## src/rtl/alu_arbiter_if.sv

```systemverilog
// Requester-side channel of the ALU arbiter: request (op, a, b) and response (result, zero, err).
// Latency: none; this is only a signal bundle.
// Backpressure: valid/ready on both the request and the response direction.
interface alu_arbiter_if #(
    parameter int DATA_W = 32,
    parameter int OP_W   = 4
);
    logic              req_valid;
    logic              req_ready;
    logic [OP_W-1:0]   op;
    logic [DATA_W-1:0] a;
    logic [DATA_W-1:0] b;
    logic              rsp_valid;
    logic              rsp_ready;
    logic [DATA_W-1:0] result;
    logic              zero;
    logic              err;

    // Requester side
    modport master (
        output req_valid, op, a, b, rsp_ready,
        input  req_ready, rsp_valid, result, zero, err
    );

    // Arbiter side
    modport slave (
        input  req_valid, op, a, b, rsp_ready,
        output req_ready, rsp_valid, result, zero, err
    );
endinterface

```

## src/rtl/alu_arbiter.sv

```systemverilog
// Round-robin share of one combinational ALU between two requesters.
// Latency: accept at edge k, response valid after edge k+1; at least 3 cycles per transaction.
// Backpressure: a response is held until its requester takes it; no new request is accepted meanwhile.
module alu_arbiter #(
    parameter int DATA_W = 32,
    parameter int OP_W   = 4
) (
    input  logic              clk,
    input  logic              rst_n,
    alu_arbiter_if.slave      r0,
    alu_arbiter_if.slave      r1,
    output logic [DATA_W-1:0] alu_op1,
    output logic [DATA_W-1:0] alu_op2,
    output logic [OP_W-1:0]   alu_sel,
    input  logic [DATA_W-1:0] alu_result,
    input  logic              alu_zero,
    output logic              busy,
    output logic              grant_id
);

    typedef enum logic [1:0] {
        IDLE = 2'd0,
        EXEC = 2'd1,
        RESP = 2'd2
    } state_t;

    state_t                 state;
    logic                   ptr;        // requester favoured when both are valid
    logic                   win_any;
    logic                   win_id;
    logic                   accept;
    logic                   rsp_take;
    logic [1:0][DATA_W-1:0] res_q;
    logic [1:0]             zero_q;
    logic [1:0]             err_q;
    logic [1:0]             rvld_q;

    // Only the nine encodings the ALU implements produce a real result.
    function automatic logic is_legal(input logic [OP_W-1:0] op);
        return op inside {OP_W'(4'b0000), OP_W'(4'b0001), OP_W'(4'b0010),
                          OP_W'(4'b0110), OP_W'(4'b0111), OP_W'(4'b1000),
                          OP_W'(4'b1001), OP_W'(4'b1010), OP_W'(4'b1101)};
    endfunction

    // Winner selection: a lone requester always wins, a tie goes to the pointer.
    always_comb begin
        win_any  = r0.req_valid | r1.req_valid;
        win_id   = (r0.req_valid && r1.req_valid) ? ptr : r1.req_valid;
        // rst_n gating keeps req_ready low while reset is held.
        accept   = rst_n && (state == IDLE) && win_any;
        rsp_take = grant_id ? r1.rsp_ready : r0.rsp_ready;
    end

    assign r0.req_ready = accept && !win_id;
    assign r1.req_ready = accept && win_id;

    assign r0.rsp_valid = rvld_q[0];
    assign r0.result    = res_q[0];
    assign r0.zero      = zero_q[0];
    assign r0.err       = err_q[0];
    assign r1.rsp_valid = rvld_q[1];
    assign r1.result    = res_q[1];
    assign r1.zero      = zero_q[1];
    assign r1.err       = err_q[1];

    // Transaction FSM: latch the winner, give the ALU one cycle, then hold the response.
    always_ff @(posedge clk or negedge rst_n) begin
        if (!rst_n) begin
            state    <= IDLE;
            ptr      <= 1'b0;
            alu_op1  <= '0;
            alu_op2  <= '0;
            alu_sel  <= '0;
            grant_id <= 1'b0;
            busy     <= 1'b0;
            res_q    <= '0;
            zero_q   <= '0;
            err_q    <= '0;
            rvld_q   <= '0;
        end else begin
            case (state)
                IDLE: begin
                    if (win_any) begin
                        alu_sel  <= win_id ? r1.op : r0.op;
                        alu_op1  <= win_id ? r1.a  : r0.a;
                        alu_op2  <= win_id ? r1.b  : r0.b;
                        grant_id <= win_id;
                        ptr      <= !win_id;
                        busy     <= 1'b1;
                        state    <= EXEC;
                    end
                end
                EXEC: begin
                    // An illegal opcode never exposes whatever the ALU drives.
                    if (is_legal(alu_sel)) begin
                        res_q[grant_id]  <= alu_result;
                        zero_q[grant_id] <= alu_zero;
                        err_q[grant_id]  <= 1'b0;
                    end else begin
                        res_q[grant_id]  <= '0;
                        zero_q[grant_id] <= 1'b0;
                        err_q[grant_id]  <= 1'b1;
                    end
                    rvld_q[grant_id] <= 1'b1;
                    state            <= RESP;
                end
                RESP: begin
                    if (rsp_take) begin
                        rvld_q[grant_id] <= 1'b0;
                        busy             <= 1'b0;
                        state            <= IDLE;
                    end
                end
                default: state <= IDLE;
            endcase
        end
    end

endmodule

```

## src/flat_wrapper.sv

```systemverilog
// flat-port wrapper written by rule: the top's interface ports become plain ports
module alu_arbiter_flat 
#(
    parameter int DATA_W = 32,
    parameter int OP_W   = 4
)
  (clk, rst_n, alu_op1, alu_op2, alu_sel, alu_result, alu_zero, busy, grant_id, r0_req_valid, r0_op, r0_a, r0_b, r0_rsp_ready, r0_req_ready, r0_rsp_valid, r0_result, r0_zero, r0_err, r1_req_valid, r1_op, r1_a, r1_b, r1_rsp_ready, r1_req_ready, r1_rsp_valid, r1_result, r1_zero, r1_err);
  alu_arbiter_if #(.DATA_W(DATA_W), .OP_W(OP_W)) r0_i ();
  alu_arbiter_if #(.DATA_W(DATA_W), .OP_W(OP_W)) r1_i ();
  input  logic clk;
  input  logic rst_n;
  output logic [DATA_W-1:0] alu_op1;
  output logic [DATA_W-1:0] alu_op2;
  output logic [OP_W-1:0] alu_sel;
  input  logic [DATA_W-1:0] alu_result;
  input  logic alu_zero;
  output logic busy;
  output logic grant_id;
  input wire logic [$bits(r0_i.req_valid)-1:0] r0_req_valid;
  input wire logic [$bits(r0_i.op)-1:0] r0_op;
  input wire logic [$bits(r0_i.a)-1:0] r0_a;
  input wire logic [$bits(r0_i.b)-1:0] r0_b;
  input wire logic [$bits(r0_i.rsp_ready)-1:0] r0_rsp_ready;
  output wire logic [$bits(r0_i.req_ready)-1:0] r0_req_ready;
  output wire logic [$bits(r0_i.rsp_valid)-1:0] r0_rsp_valid;
  output wire logic [$bits(r0_i.result)-1:0] r0_result;
  output wire logic [$bits(r0_i.zero)-1:0] r0_zero;
  output wire logic [$bits(r0_i.err)-1:0] r0_err;
  input wire logic [$bits(r1_i.req_valid)-1:0] r1_req_valid;
  input wire logic [$bits(r1_i.op)-1:0] r1_op;
  input wire logic [$bits(r1_i.a)-1:0] r1_a;
  input wire logic [$bits(r1_i.b)-1:0] r1_b;
  input wire logic [$bits(r1_i.rsp_ready)-1:0] r1_rsp_ready;
  output wire logic [$bits(r1_i.req_ready)-1:0] r1_req_ready;
  output wire logic [$bits(r1_i.rsp_valid)-1:0] r1_rsp_valid;
  output wire logic [$bits(r1_i.result)-1:0] r1_result;
  output wire logic [$bits(r1_i.zero)-1:0] r1_zero;
  output wire logic [$bits(r1_i.err)-1:0] r1_err;
  assign r0_i.req_valid = r0_req_valid;
  assign r0_i.op = r0_op;
  assign r0_i.a = r0_a;
  assign r0_i.b = r0_b;
  assign r0_i.rsp_ready = r0_rsp_ready;
  assign r0_req_ready = r0_i.req_ready;
  assign r0_rsp_valid = r0_i.rsp_valid;
  assign r0_result = r0_i.result;
  assign r0_zero = r0_i.zero;
  assign r0_err = r0_i.err;
  assign r1_i.req_valid = r1_req_valid;
  assign r1_i.op = r1_op;
  assign r1_i.a = r1_a;
  assign r1_i.b = r1_b;
  assign r1_i.rsp_ready = r1_rsp_ready;
  assign r1_req_ready = r1_i.req_ready;
  assign r1_rsp_valid = r1_i.rsp_valid;
  assign r1_result = r1_i.result;
  assign r1_zero = r1_i.zero;
  assign r1_err = r1_i.err;
  alu_arbiter #(.DATA_W(DATA_W), .OP_W(OP_W)) u_core (.clk(clk), .rst_n(rst_n), .r0(r0_i), .r1(r1_i), .alu_op1(alu_op1), .alu_op2(alu_op2), .alu_sel(alu_sel), .alu_result(alu_result), .alu_zero(alu_zero), .busy(busy), .grant_id(grant_id));
endmodule
```

## config.mk

```make
export PLATFORM = sky130hd
export DESIGN_NAME = alu_arbiter_flat
export DESIGN_NICKNAME = d
export VERILOG_FILES = /design/src/rtl/alu_arbiter_if.sv /design/src/rtl/alu_arbiter.sv /design/src/flat_wrapper.sv
export SDC_FILE = /design/constraint.sdc
export NUM_CORES = 1
export LEC_CHECK = 0
export ABC_AREA = 1
export BUFFER_PORTS_ARGS = -buffer_cell sky130_fd_sc_hd__buf_2
export CAP_MARGIN = 20
export CORE_ASPECT_RATIO = 0.9
export CORE_UTILIZATION = 40
export DETAILED_ROUTE_END_ITERATION = 16
export GPL_TIMING_DRIVEN = 1
export PLACE_DENSITY = 0.77
export SYNTH_ARGS = -nofsm -noshare
export SYNTH_HDL_FRONTEND = slang
export SYNTH_SLANG_ARGS = --single-unit
```

## constraint.sdc

```tcl
create_clock -name clk -period 3.6 [get_ports clk]
set_input_delay 0.36 -clock clk [delete_from_list [all_inputs] [get_ports clk]]
set_output_delay 0.36 -clock clk [all_outputs]
set_load 0.05 [all_outputs]
```

After elaboration in Yosys (flattened, before gate mapping)

Index checks and enable logic that the tools add are counted.
W data, S select, Z words.

Register bits after elaboration: 143
Output and inout port bits: 142

Order comparisons: 2
Eq/ne operators: 12
Mux-type cells: 22
Bitwise operators: 9
Reductions and logical operators: 16

Operators with widths:

| operator             | number |
|---|---|
| $mux W32             | 3 |
| $and A64 B64 Y64     | 1 |
| $bwmux W64           | 1 |
| $mux W64             | 1 |
| $not A64 Y64         | 1 |
| $demux W32 S1        | 1 |
| $eq A4 B4 Y1 const B | 4 |
| $mux W2              | 5 |
| $reduce_bool A9 Y1   | 1 |
| $eq A4 B3 Y1 const B | 2 |
| $and A2 B2 Y2        | 3 |
| $logic_and A1 B1 Y1  | 6 |
| $pmux W2 S3          | 1 |
| $reduce_and A2 Y1    | 3 |
| $mux W1              | 5 |
| $eq A4 B1 Y1 const B | 1 |
| $eq A4 B2 Y1 const B | 1 |
| $logic_not A4 Y1     | 1 |
| $mux W4              | 1 |
| $ne A2 B1 Y1 const B | 2 |
| $or A2 B2 Y2         | 2 |
| $pmux W2 S2          | 1 |
| $reduce_bool A2 Y1   | 2 |
| $reduce_and A3 Y1    | 1 |
| other kinds (11)     | 11 |

Longest topological paths before layout

Gate-level depths: netlist (run 1).

Word-level depth: 8
Depth in mapped cells: 8

Worst setup path before layout (run 1)

Ideal clock, no wire load.

Path type: reg2out
From: register u_core.state[0]
To: output port r1_req_ready
Arrival: 1.690 ns
Data required time: 3.240 ns
Slack: 1.550 ns
Cell stages (with the launch flop): 6
Cells stage by stage: dfrtp_1 nor2_4 buf_2 buf_2 nand2_1 nor2_1

Word-level cells in the longest chain between the ends: 4

Ends and longest elaborated chain:

| element                           | line               | text |
|---|---|---|
| from (decl)                       | alu_arbiter.sv:27  | `state_t state;` |
| from (signal assigned)            | alu_arbiter.sv:69  | `state <= IDLE;` |
| from (signal assigned)            | alu_arbiter.sv:90  | `state <= EXEC;` |
| from (signal assigned)            | alu_arbiter.sv:105 | `state <= RESP;` |
| $logic_not A2 Y1                  | alu_arbiter.sv:50  | `accept = rst_n && (state == IDLE) && win_any;` |
| $logic_and A1 B1 Y1 (2 in series) | alu_arbiter.sv:50  |  |
| $logic_and A1 B1 Y1               | alu_arbiter.sv:55  | `assign r1.req_ready = accept && win_id;` |
| to (decl)                         | flat_wrapper.sv:34 | `output wire logic [$bits(r1_i.req_ready)-1:0] r1_req_ready;` |

Every way passes these cells.

Worst setup path in the final report (run 1)

Same ends and word-level chain as after synthesis.

==> results.md, run 1 <==
* Top cells by instance count after synthesis: nand2_1, nand3_1, dfrtp_1, clkbuf_1, buf_2
* Standby leakage power at 4.74 nW
* Count of flip-flops with a built-in enable after synthesis at 0
* Placement row count at 42
* Cell area reported after detailed placement at 7770 µm²
* First-pass GRT wire length at 29.8 mm
* Most area-consuming cells after synthesis: dfrtp_1, nand2_1, nand3_1, clkbuf_1, buf_2
* Average cell area after synthesis at 8.54 µm²
* HP Class: input pin to flop
* Count of clock tree sinks at 143
* Via count normalized by instance count at 4.97
* Total Die Area at 15600 µm²
* Initial antenna violation count at 3
* Peak clock frequency supported by timing at 401 MHz
* Shortest period the worst path allows at 2.49 ns
* Netlist area before placement at 6050 µm²
* Origin of the worst setup path: u_core.state[0]
* Most frequent cell after synthesis: nand2_1
* Crit path capture type: output port
* Synth Warn # at 0
* Register bit count reported by yosys at 143
* Die outline height at 119 µm
* Placed Cells at 1183
* Share of post-route cells with drive strength above 1 at 0.361
* Master cell of the clock root buffer: clkbuf_16
* Top cell type by total area after synthesis: dfrtp_1
* Worst Hold Launch: r0_a[21]
* Total of cells resized after clock tree synthesis at 0
* TritonCTS Buffers at 17
* Final sum of negative setup slack at 0 ns
* Pin count of the biggest net entering global routing at 92
* NumNets Final at 1180
* Power density cells at 1210 nW/µm²
* Max-slew violation total from the final report at 0
* Signed area change from the synthesized netlist to the final layout at 39.3%
* Total DRC errors in the routed layout at 0
* Vias in the first global route at 5810
* Classification of the worst setup path: flop to output port
* GPL Wtd Cong at 0.856
* Worst path setup slack after routing at 1.11 ns
* Result of the run: finished, final reports clean
* Cell count after synthesis at 708
* Critical path fanouts, max at 69
* Worst Path Required at 3.24 ns
* GRT Overall Usage at 0.243
* Part of the Yosys area used for sequential elements at 0.592
* DR vias at 6059
* Net count after synthesis at 883
* Initial core utilization at 0.411
* Worst supply voltage drop on vdd at 0.666 mV
* H-tree levels at 4
* Rel. slew slack at 0.503
* Number of buffers on the longest clock path at 2
* RSZ-0062 raised after global routing: no
* Worst slack at placement at 1.54 ns
* Clock skew at 0.00754 ns
* Most used flip-flop cell after synthesis: dfrtp_1
* Crit path DAT at 2.13 ns
* Unique masters post-synth at 14
* Fraction of synthesis flops using an asynchronous set or reset pin at 1.00
* ANT nets after route at 0
* Number of standard cells in the layout, taps in and fillers out at 1219
* Max-cap violation count at 0
* Area of the core at 14700 µm²
* Detail-routed net length per standard cell at 15.2 µm
* Final setup viols at 0
* Number of filler instances in the final layout at 1344
* Initial DRC count at 421
* Final std cell area, no fill at 8430 µm²
* Final Hold Viols at 0
* Total overflow reported by the global router at 0
* R2r startpoint: u_core.state[1]
* Hold-fix buffers, CTS at 1
* CP Launch Type: flop
* Count of buffers added by post-CTS timing repair for setup at 0
* Clock slew at reported path FFs at 0.06 ns
* Clock latency at the later pin of the worst-skew pair at 0.41 ns
* WL final at 18.6 mm
* Post-route fraction of the period consumed by the critical path at 0.692
* Pre-Repair DR Iteration Count at 4
* CTS tree: built
* HPWL Detailed at 12.6 mm
* Area fraction of the dominant cell type after synthesis at 0.592
* Least-Margin Pin Slew at 0.745 ns
* Die X at 132 µm
* Top-level I/O count at 317
* Count of buffers inserted at the top-level ports at 316
routing by layer:
| layer | track usage | up-vias | share of wire | wire length (µm) |
|---|---|---|---|---|
| met2 | 0.401 | 281 | 0.49 | 9080 |
| met5 | 0 | - | 0 | 0 |
| met1 | 0.296 | 2852 | 0.41 | 7570 |
| met4 | 0.0749 | 0 | 0.016 | 303 |
| li1 | - | 2904 | - | - |
| met3 | 0.0867 | 22 | 0.088 | 1630 |
cells in the final DEF, fill, tap and decap left out, types with 4 or more instances in the layout:
cell type	count
nand2_1	282
o21ai_0	6
inv_2	4
buf_4	7
bufinv_16	4
dfrtp_1	143
nand3_1	204
buf_2	314
nor2_1	5
inv_1	9
clkbuf_16	17
nor2_4	4
registers in the layout (all words and copies together) (netlist names), named ones only:
name	count
u_core.zero_q	2
u_core.grant_id	1
u_core.alu_sel	4
u_core.busy	1
u_core.alu_op2	32
u_core.r1.result	32
u_core.alu_op1	32
u_core.state	2
u_core.ptr	1
u_core.r0.result	32
worst paths after layout:
| check | to | slack [ns] | cells after the start |
|---|---|---|---|
| max in group asynchronous | u_core.alu_op1[24] | 2.21 | 3 |
| worst min register to register | u_core.r1.result[6] | 0.47 | 2 |
| worst min-delay path | u_core.alu_op1[21] | 0.15 | 3 |
| worst max register to register | u_core.r0.result[4] | 1.74 | 7 |
| min in group asynchronous | u_core.r1.result[1] | 0.48 | 2 |
| worst max-delay path | r1_req_ready | 1.11 | 5 |
power breakdown:
| group | internal (mW) | switching (mW) | total (mW) |
|---|---|---|---|
| Clock | 1.20 | 0.677 | 1.87 |
| Sequential | 2.36 | 0.424 | 2.79 |
| Combinational | 1.18 | 4.32 | 5.50 |
| Total | 4.74 | 5.42 | 10.2 |
cells by family after synthesis:
family | synth area share
simple gates | 0.356
buf+inv | 0.0445
flops | 0.592
compound gates | 0.00786
stage by stage:
step                hold slack [ns]  utilization  total power, mW
floorplan                    0.0644            -             6.96
global placement              0.358        0.528             8.23
detailed placement            0.359        0.528             8.31
CTS                           0.126        0.572             10.2
global route                  0.139        0.573             10.7
finish                        0.146        0.573             10.2
critical path, cell delays in order (launching register included):
cell and delay [ns]:
dfrtp_1 0.42, nor2_4 0.15, buf_4 0.58, nand2_1 0.15, nor2_1 0.11, buf_2 0.27
layout make-up:
class / instances / area [µm²] / area share
Clock inverter: 13 / 185 / 0.0220
Timing Repair Buffer: 325 / 1690 / 0.200
Clock buffer: 19 / 453 / 0.0537
Multi-Input combinational cell: 505 / 2220 / 0.264
Tap cell: 198 / 248 / 0.0294
Sequential cell: 143 / 3580 / 0.425
Inverter: 13 / 48.8 / 0.00579
Antenna cell: 3 / 7.51 / 0.000891
No activity file was read; power rests on OpenSTA's default activity.
==> run 2, diff against run 1 <==
- clock period: 3.6 -> 2.6 ns (I/O delays scaled with it)
==> results.md, run 2 (synthesized netlist as in run 1, its figures left out) <==
* Result of the run: finished with violations (was finished, final reports clean)
* Failing checks: hold timing
* HP Class: input pin to asynchronous set/reset pin (was input pin to flop)
* Worst Path Required at 2.34 ns (was 3.24 ns)
* R2r startpoint: u_core.ptr (was u_core.state[1])
* NumNets Final at 1181 (was 1180)
* Clock latency at the later pin of the worst-skew pair at 0.43 ns (was 0.41 ns)
* DR vias at 6146 (was 6059)
* H-tree levels at 4 (unchanged)
* Signed area change from the synthesized netlist to the final layout at 38.9% (was 39.3%)
* Peak clock frequency supported by timing at 436 MHz
* Top-level I/O count at 317 (unchanged)
* CTS tree: built (unchanged)
* Final Core Density at 0.571 (was 0.573)
* Total Die Area at 15600 µm² (unchanged)
* Final Hold Viols at 28 (was 0)
* GRT Overall Usage at 0.251 (was 0.243)
* Die X at 132 µm (unchanged)
* CP Launch Type: flop (unchanged)
* Worst R2R Path Depth at 6 (was 7)
* Number of buffers on the longest clock path at 2 (unchanged)
* Count of clock tree sinks at 143 (unchanged)
* Area of the core at 14700 µm² (unchanged)
* Count of buffers inserted at the top-level ports at 316 (unchanged)
* Initial DRC count at 285 (was 421)
* ANT nets after route at 0 (unchanged)
* Least-Margin Pin Slew at 0.762 ns (was 0.745 ns)
* Most common cell after layout, fill and taps aside: buf_2 (unchanged)
* Top library cells by usage in the layout, fill and taps aside: buf_2, nand2_1, nand3_1, dfrtp_1, clkbuf_16 (unchanged)
* Multi-input combinational cell area at 2220 µm² (unchanged)
* Initial core utilization at 0.411 (unchanged)
* Setup slack on the worst flop-to-flop path at 0.87 ns (was 1.74 ns)
* Crit path capture type: output port (unchanged)
* Vias in the first global route at 5953 (was 5810)
* Classification of the worst setup path: flop to output port (unchanged)
* Final sum of negative setup slack at 0 ns (unchanged)
* Standby leakage power at 4.73 nW (was 4.74 nW)
* Final std cell area, no fill at 8400 µm² (was 8430 µm²)
* Pre-Repair DR Iteration Count at 5 (was 4)
* Area occupied by registers at 3580 µm² (unchanged)
* Placement row count at 42 (unchanged)
* Pin count of the biggest net entering global routing at 144 (was 92)
* Number of buffers and inverters on the critical path at 2 (unchanged)
* Max-slew violation total from the final report at 0 (unchanged)
* Slowest-stage cell, CP: dfrtp_1 (was buf_4)
* WL final at 19.1 mm (was 18.6 mm)
* Detail-routed net length per standard cell at 15.6 µm (was 15.2 µm)
* Master cell of the clock root buffer: clkbuf_16 (unchanged)
* Hold-fix buffers, CTS at 0 (was 1)
* First-pass GRT wire length at 30.5 mm (was 29.8 mm)
* Cell repeated most along the worst path: nor2_4
* Max-cap violation count at 0 (unchanged)
* Total overflow reported by the global router at 0 (unchanged)
* Crit path DAT at 2.04 ns (was 2.13 ns)
* GPL Wtd Cong at 0.847 (was 0.856)
* Count of buffers added by post-CTS timing repair for setup at 0 (unchanged)
* Rel. slew slack at 0.492 (was 0.503)
* RSZ-0062 raised after global routing: no (unchanged)
* Clock skew at 0.00853 ns (was 0.00754 ns)
* Number of filler instances in the final layout at 1346 (was 1344)
* Cell area reported after detailed placement at 7810 µm² (was 7770 µm²)
* Clock slew at reported path FFs at 0.06 ns (about the same)
* Endpoint of the worst-slack reg-to-reg timing path: u_core.alu_op1[31] (was u_core.r0.result[4])
* Power density cells at 1660 nW/µm² (was 1210 nW/µm²)
* Die outline height at 119 µm (unchanged)
* Minimum hold slack at -0.0392 ns (was 0.146 ns)
* CP Cell Sequence: nor2_4 > o21ai_4 > nor2_4 > inv_1 > nor2_1 > buf_12 (was nor2_4 > buf_4 > nand2_1 > nor2_1 > buf_2)
* Dominant delay contributor by cell family on the critical path: simple AND/OR/NAND/NOR gates (was buffers and inverters)
* Via count normalized by instance count at 5.03 (was 4.97)
* TritonCTS Buffers at 17 (unchanged)
* Shortest period the worst path allows at 2.30 ns
* Total DRC errors in the routed layout at 0 (unchanged)
* Initial antenna violation count at 4 (was 3)
* HPWL Detailed at 12.8 mm (was 12.6 mm)
* Total of cells resized after clock tree synthesis at 0 (unchanged)
* Post-route fraction of the period consumed by the critical path at 0.883
* Worst supply voltage drop on vdd at 0.927 mV (was 0.666 mV)
* Share of post-route cells with drive strength above 1 at 0.361 (about the same)
* Biggest cell delay along the critical path at 0.44 ns (was 0.58 ns)
* Critical path fanouts, max at 20 (was 69)
* Final setup viols at 0 (unchanged)
[run 2: cell types whose count changed in the layout (fill, tap and decap cells not counted), sizes merged]
cell and change:
clkinv -1, clkbuf +5, diode +1, bufinv -3
dlygate4sd3 -1, clkinvlp -1, buf +2
[run 2: how the worst max path moves through the flow]
stage / start / endpoint / slack, ns / cells after the start
floorplan: u_core.state[0] / r1_req_ready / 0.65 / 5
global placement: u_core.state[0] / r0_req_ready / 0.84 / 6
detailed placement: u_core.state[0] / r0_req_ready / 0.80 / 6
CTS: u_core.state[0] / r0_req_ready / 0.28 / 6
global route: u_core.state[0] / r0_req_ready / 0.15 / 6
finish: u_core.state[0] / r0_req_ready / 0.30 / 6
[run 2: layout make-up]
| cell class | count | area share |
|---|---|---|
| inverters | 13 | 0.00581 |
| clock buffers | 24 | 0.0597 |
| flip-flops and latches | 143 | 0.426 |
| multi-input cells | 505 | 0.264 |
| repair buffers | 326 | 0.204 |
| diodes | 4 | 0.00119 |
| clock inverters | 8 | 0.00938 |
| well taps | 198 | 0.0295 |
[run 2: per-layer routing]
| layer | up-vias | GRT usage | wire length [µm] |
|---|---|---|---|
| met5 | - | 0 | 0 |
| met4 | 0 | 0.0799 | 278 |
| met3 | 25 | 0.0948 | 1780 |
| met2 | 283 | 0.400 | 9160 |
| met1 | 2933 | 0.314 | 7840 |
| li1 | 2905 | - | - |
[run 2: power by group]
group | internal (mW) | switching (mW)
combinational | 1.70 | 6.03
clock | 1.44 | 0.937
sequential | 3.27 | 0.594
[run 2: metrics by stage]
step / cells / hold WS (ns) / power, mW / setup slack, ns
2_1_floorplan: 708 / -0.0356 / 9.64 / 0.650
3_3_place_gp: 1185 / 0.451 / 11.5 / 0.835
3_5_place_dp: 1185 / 0.455 / 11.6 / 0.796
4_1_cts: 1217 / 0.00818 / 14.0 / 0.280
5_1_grt: 1221 / 0.0241 / 14.7 / 0.148
6_report: 1221 / -0.0392 / 14.0 / 0.304
==> run 3, diff against run 2 <==
- CELL_PAD_IN_SITES_DETAIL_PLACEMENT: not set -> 0
- CELL_PAD_IN_SITES_GLOBAL_PLACEMENT: not set -> 1
- CORE_UTILIZATION: 40 -> 32
- PLACE_DENSITY: 0.77 -> 0.86
==> results.md, run 3 (synthesized netlist as in run 1, its figures left out) <==
* CTS tree: built (unchanged)
* Proportion of power drawn by combinational gates at 0.552 (was 0.553)
* Final sum of negative setup slack at 0 ns (unchanged)
* Biggest cell delay along the critical path at 0.61 ns (was 0.44 ns)
* Shortest period the worst path allows at 2.40 ns (was 2.30 ns)
* Count of buffers added by post-CTS timing repair for setup at 0 (unchanged)
* Area of the core at 18500 µm² (was 14700 µm²)
* Final Hold Viols at 11 (was 28)
* HP Class: input pin to asynchronous set/reset pin (unchanged)
* Max-cap violation count at 0 (unchanged)
* Standby leakage power at 4.73 nW (about the same)
* Detail-routed net length per standard cell at 16.1 µm (was 15.6 µm)
* Crit path capture type: output port (unchanged)
* Result of the run: finished with violations (unchanged)
* Internal power component at 6.42 mW (about the same)
* Hold-fix buffers, CTS at 0 (unchanged)
* NumNets Final at 1182 (was 1181)
* Dominant delay contributor by cell family on the critical path: buffers and inverters (was simple AND/OR/NAND/NOR gates)
* HPWL Detailed at 13.7 mm (was 12.8 mm)
* Via count normalized by instance count at 4.79 (was 5.03)
* Net switching fraction of the power at 0.545 (was 0.541)
* Pin count of the biggest net entering global routing at 144 (unchanged)
* DR vias at 6079 (was 6146)
* TritonCTS Buffers at 17 (unchanged)
* Worst supply voltage drop on vdd at 0.740 mV (was 0.927 mV)
* Clock slew at reported path FFs at 0.06 ns (about the same)
* Initial DRC count at 314 (was 285)
* Total DRC errors in the routed layout at 0 (unchanged)
* Count of clock tree sinks at 143 (unchanged)
* Master cell of the clock root buffer: clkbuf_16 (unchanged)
* Number of filler instances in the final layout at 1817 (was 1346)
* Worst path setup slack after routing at 0.202 ns (was 0.304 ns)
* Minimum hold slack at -0.0118 ns (was -0.0392 ns)
* H-tree levels at 4 (unchanged)
* Rel. slew slack at 0.484 (was 0.492)
* Placement row count at 47 (was 42)
* Critical path fanouts, max at 69 (was 20)
* CP Cell Sequence: nor2_4 > buf_4 > nand2_1 > nor2_1 > buf_2 (was nor2_4 > o21ai_4 > nor2_4 > inv_1 > nor2_1 > buf_12)
* First-pass GRT wire length at 32.2 mm (was 30.5 mm)
* Vias in the first global route at 5990 (was 5953)
* Final Core Density at 0.459 (was 0.571)
* Top-level I/O count at 317 (unchanged)
* Initial core utilization at 0.328 (was 0.411)
* GPL Wtd Cong at 0.812 (was 0.847)
* Max-slew violation total from the final report at 0 (unchanged)
* CP Launch Type: flop (unchanged)
* Clock Power Share at 0.176 (was 0.170)
* Count of buffers inserted at the top-level ports at 316 (unchanged)
* Total of cells resized after clock tree synthesis at 0 (unchanged)
* Classification of the worst setup path: flop to output port (unchanged)
* Crit path DAT at 2.14 ns (was 2.04 ns)
* Clock skew at 0.0142 ns (was 0.00853 ns)
* Initial antenna violation count at 3 (was 4)
* Sequential fraction of design power at 0.272 (was 0.277)
* Slowest-stage cell, CP: buf_4 (was dfrtp_1)
* Worst Path Required at 2.34 ns (about the same)
* Final Power at 14.1 mW (was 14.0 mW)
* Number of buffers on the longest clock path at 2 (unchanged)
* Die outline height at 132 µm (was 119 µm)
* Final std cell area, no fill at 8470 µm² (was 8400 µm²)
* WL final at 20.4 mm (was 19.1 mm)
* Peak clock frequency supported by timing at 417 MHz (was 436 MHz)
* Total overflow reported by the global router at 0 (unchanged)
* Number of buffers and inverters on the critical path at 2 (unchanged)
* Worst slack at placement at 0.564 ns (was 0.796 ns)
* Failing checks: hold timing (unchanged)
* Most common cell after layout, fill and taps aside: buf_2 (unchanged)
* Placed Cells at 1232 (was 1185)
* Clock latency at the later pin of the worst-skew pair at 0.42 ns (was 0.43 ns)
* Number of standard cells in the layout, taps in and fillers out at 1269 (was 1221)
* Power density cells at 1660 nW/µm² (about the same)
* Final setup viols at 0 (unchanged)
* Net switching component of the power at 7.68 mW (was 7.56 mW)
* Total Die Area at 19500 µm² (was 15600 µm²)
* Share of post-route cells with drive strength above 1 at 0.364 (was 0.361)
* Cell area reported after detailed placement at 7860 µm² (was 7810 µm²)
* Top library cells by usage in the layout, fill and taps aside: buf_2, nand2_1, nand3_1, dfrtp_1, clkbuf_16 (unchanged)
* RSZ-0062 raised after global routing: no (unchanged)
* Post-route fraction of the period consumed by the critical path at 0.922 (was 0.883)
* Pre-Repair DR Iteration Count at 6 (was 5)
* GRT Overall Usage at 0.213 (was 0.251)
* Die X at 147 µm (was 132 µm)
* Signed area change from the synthesized netlist to the final layout at 40.0% (was 38.9%)
* Least-Margin Pin Slew at 0.773 ns (was 0.762 ns)
* ANT nets after route at 0 (unchanged)
-- run 3: worst paths after layout --
check,slack [ns],end,start,cells past startpoint
worst min register to register,0.48,u_core.r0.result[1],u_core.r0.result[1],2
worst max register to register,0.80,u_core.alu_op1[3],u_core.state[0],6
min in group clk,0.03,u_core.alu_op1[20],r0_a[20],3
worst max-delay path,0.20,r1_req_ready,u_core.state[0],5
max in group asynchronous,2.06,u_core.r1.result[23],rst_n,2
worst min-delay path,-0.01,u_core.alu_op1[8],rst_n,2
-- run 3: layout make-up --
type,count,area [µm²],area share
Sequential cell,143,3580,0.422
Multi-Input combinational cell,506,2230,0.263
Antenna cell,4,10.0,0.00118
Tap cell,245,307,0.0362
Inverter,13,48.8,0.00576
Timing Repair Buffer,326,1700,0.201
Clock inverter,14,158,0.0186
Clock buffer,18,439,0.0518
-- run 3: metal layers --
layer	global-route usage	routed length, µm
met1	0.268	8670
met2	0.339	9730
met5	0	0
met4	0.0733	280
met3	0.0741	1720
-- run 3: power groups by stage --
| stage | Clock (mW) | Combinational, mW | Sequential [mW] |
|---|---|---|---|
| floorplan | 0 | 2.31 | 7.34 |
| global placement | 0 | 7.76 | 3.83 |
| detailed placement | 0 | 7.84 | 3.82 |
| CTS | 2.54 | 7.83 | 3.83 |
| global route | 2.64 | 8.33 | 3.95 |
| finish | 2.48 | 7.79 | 3.83 |
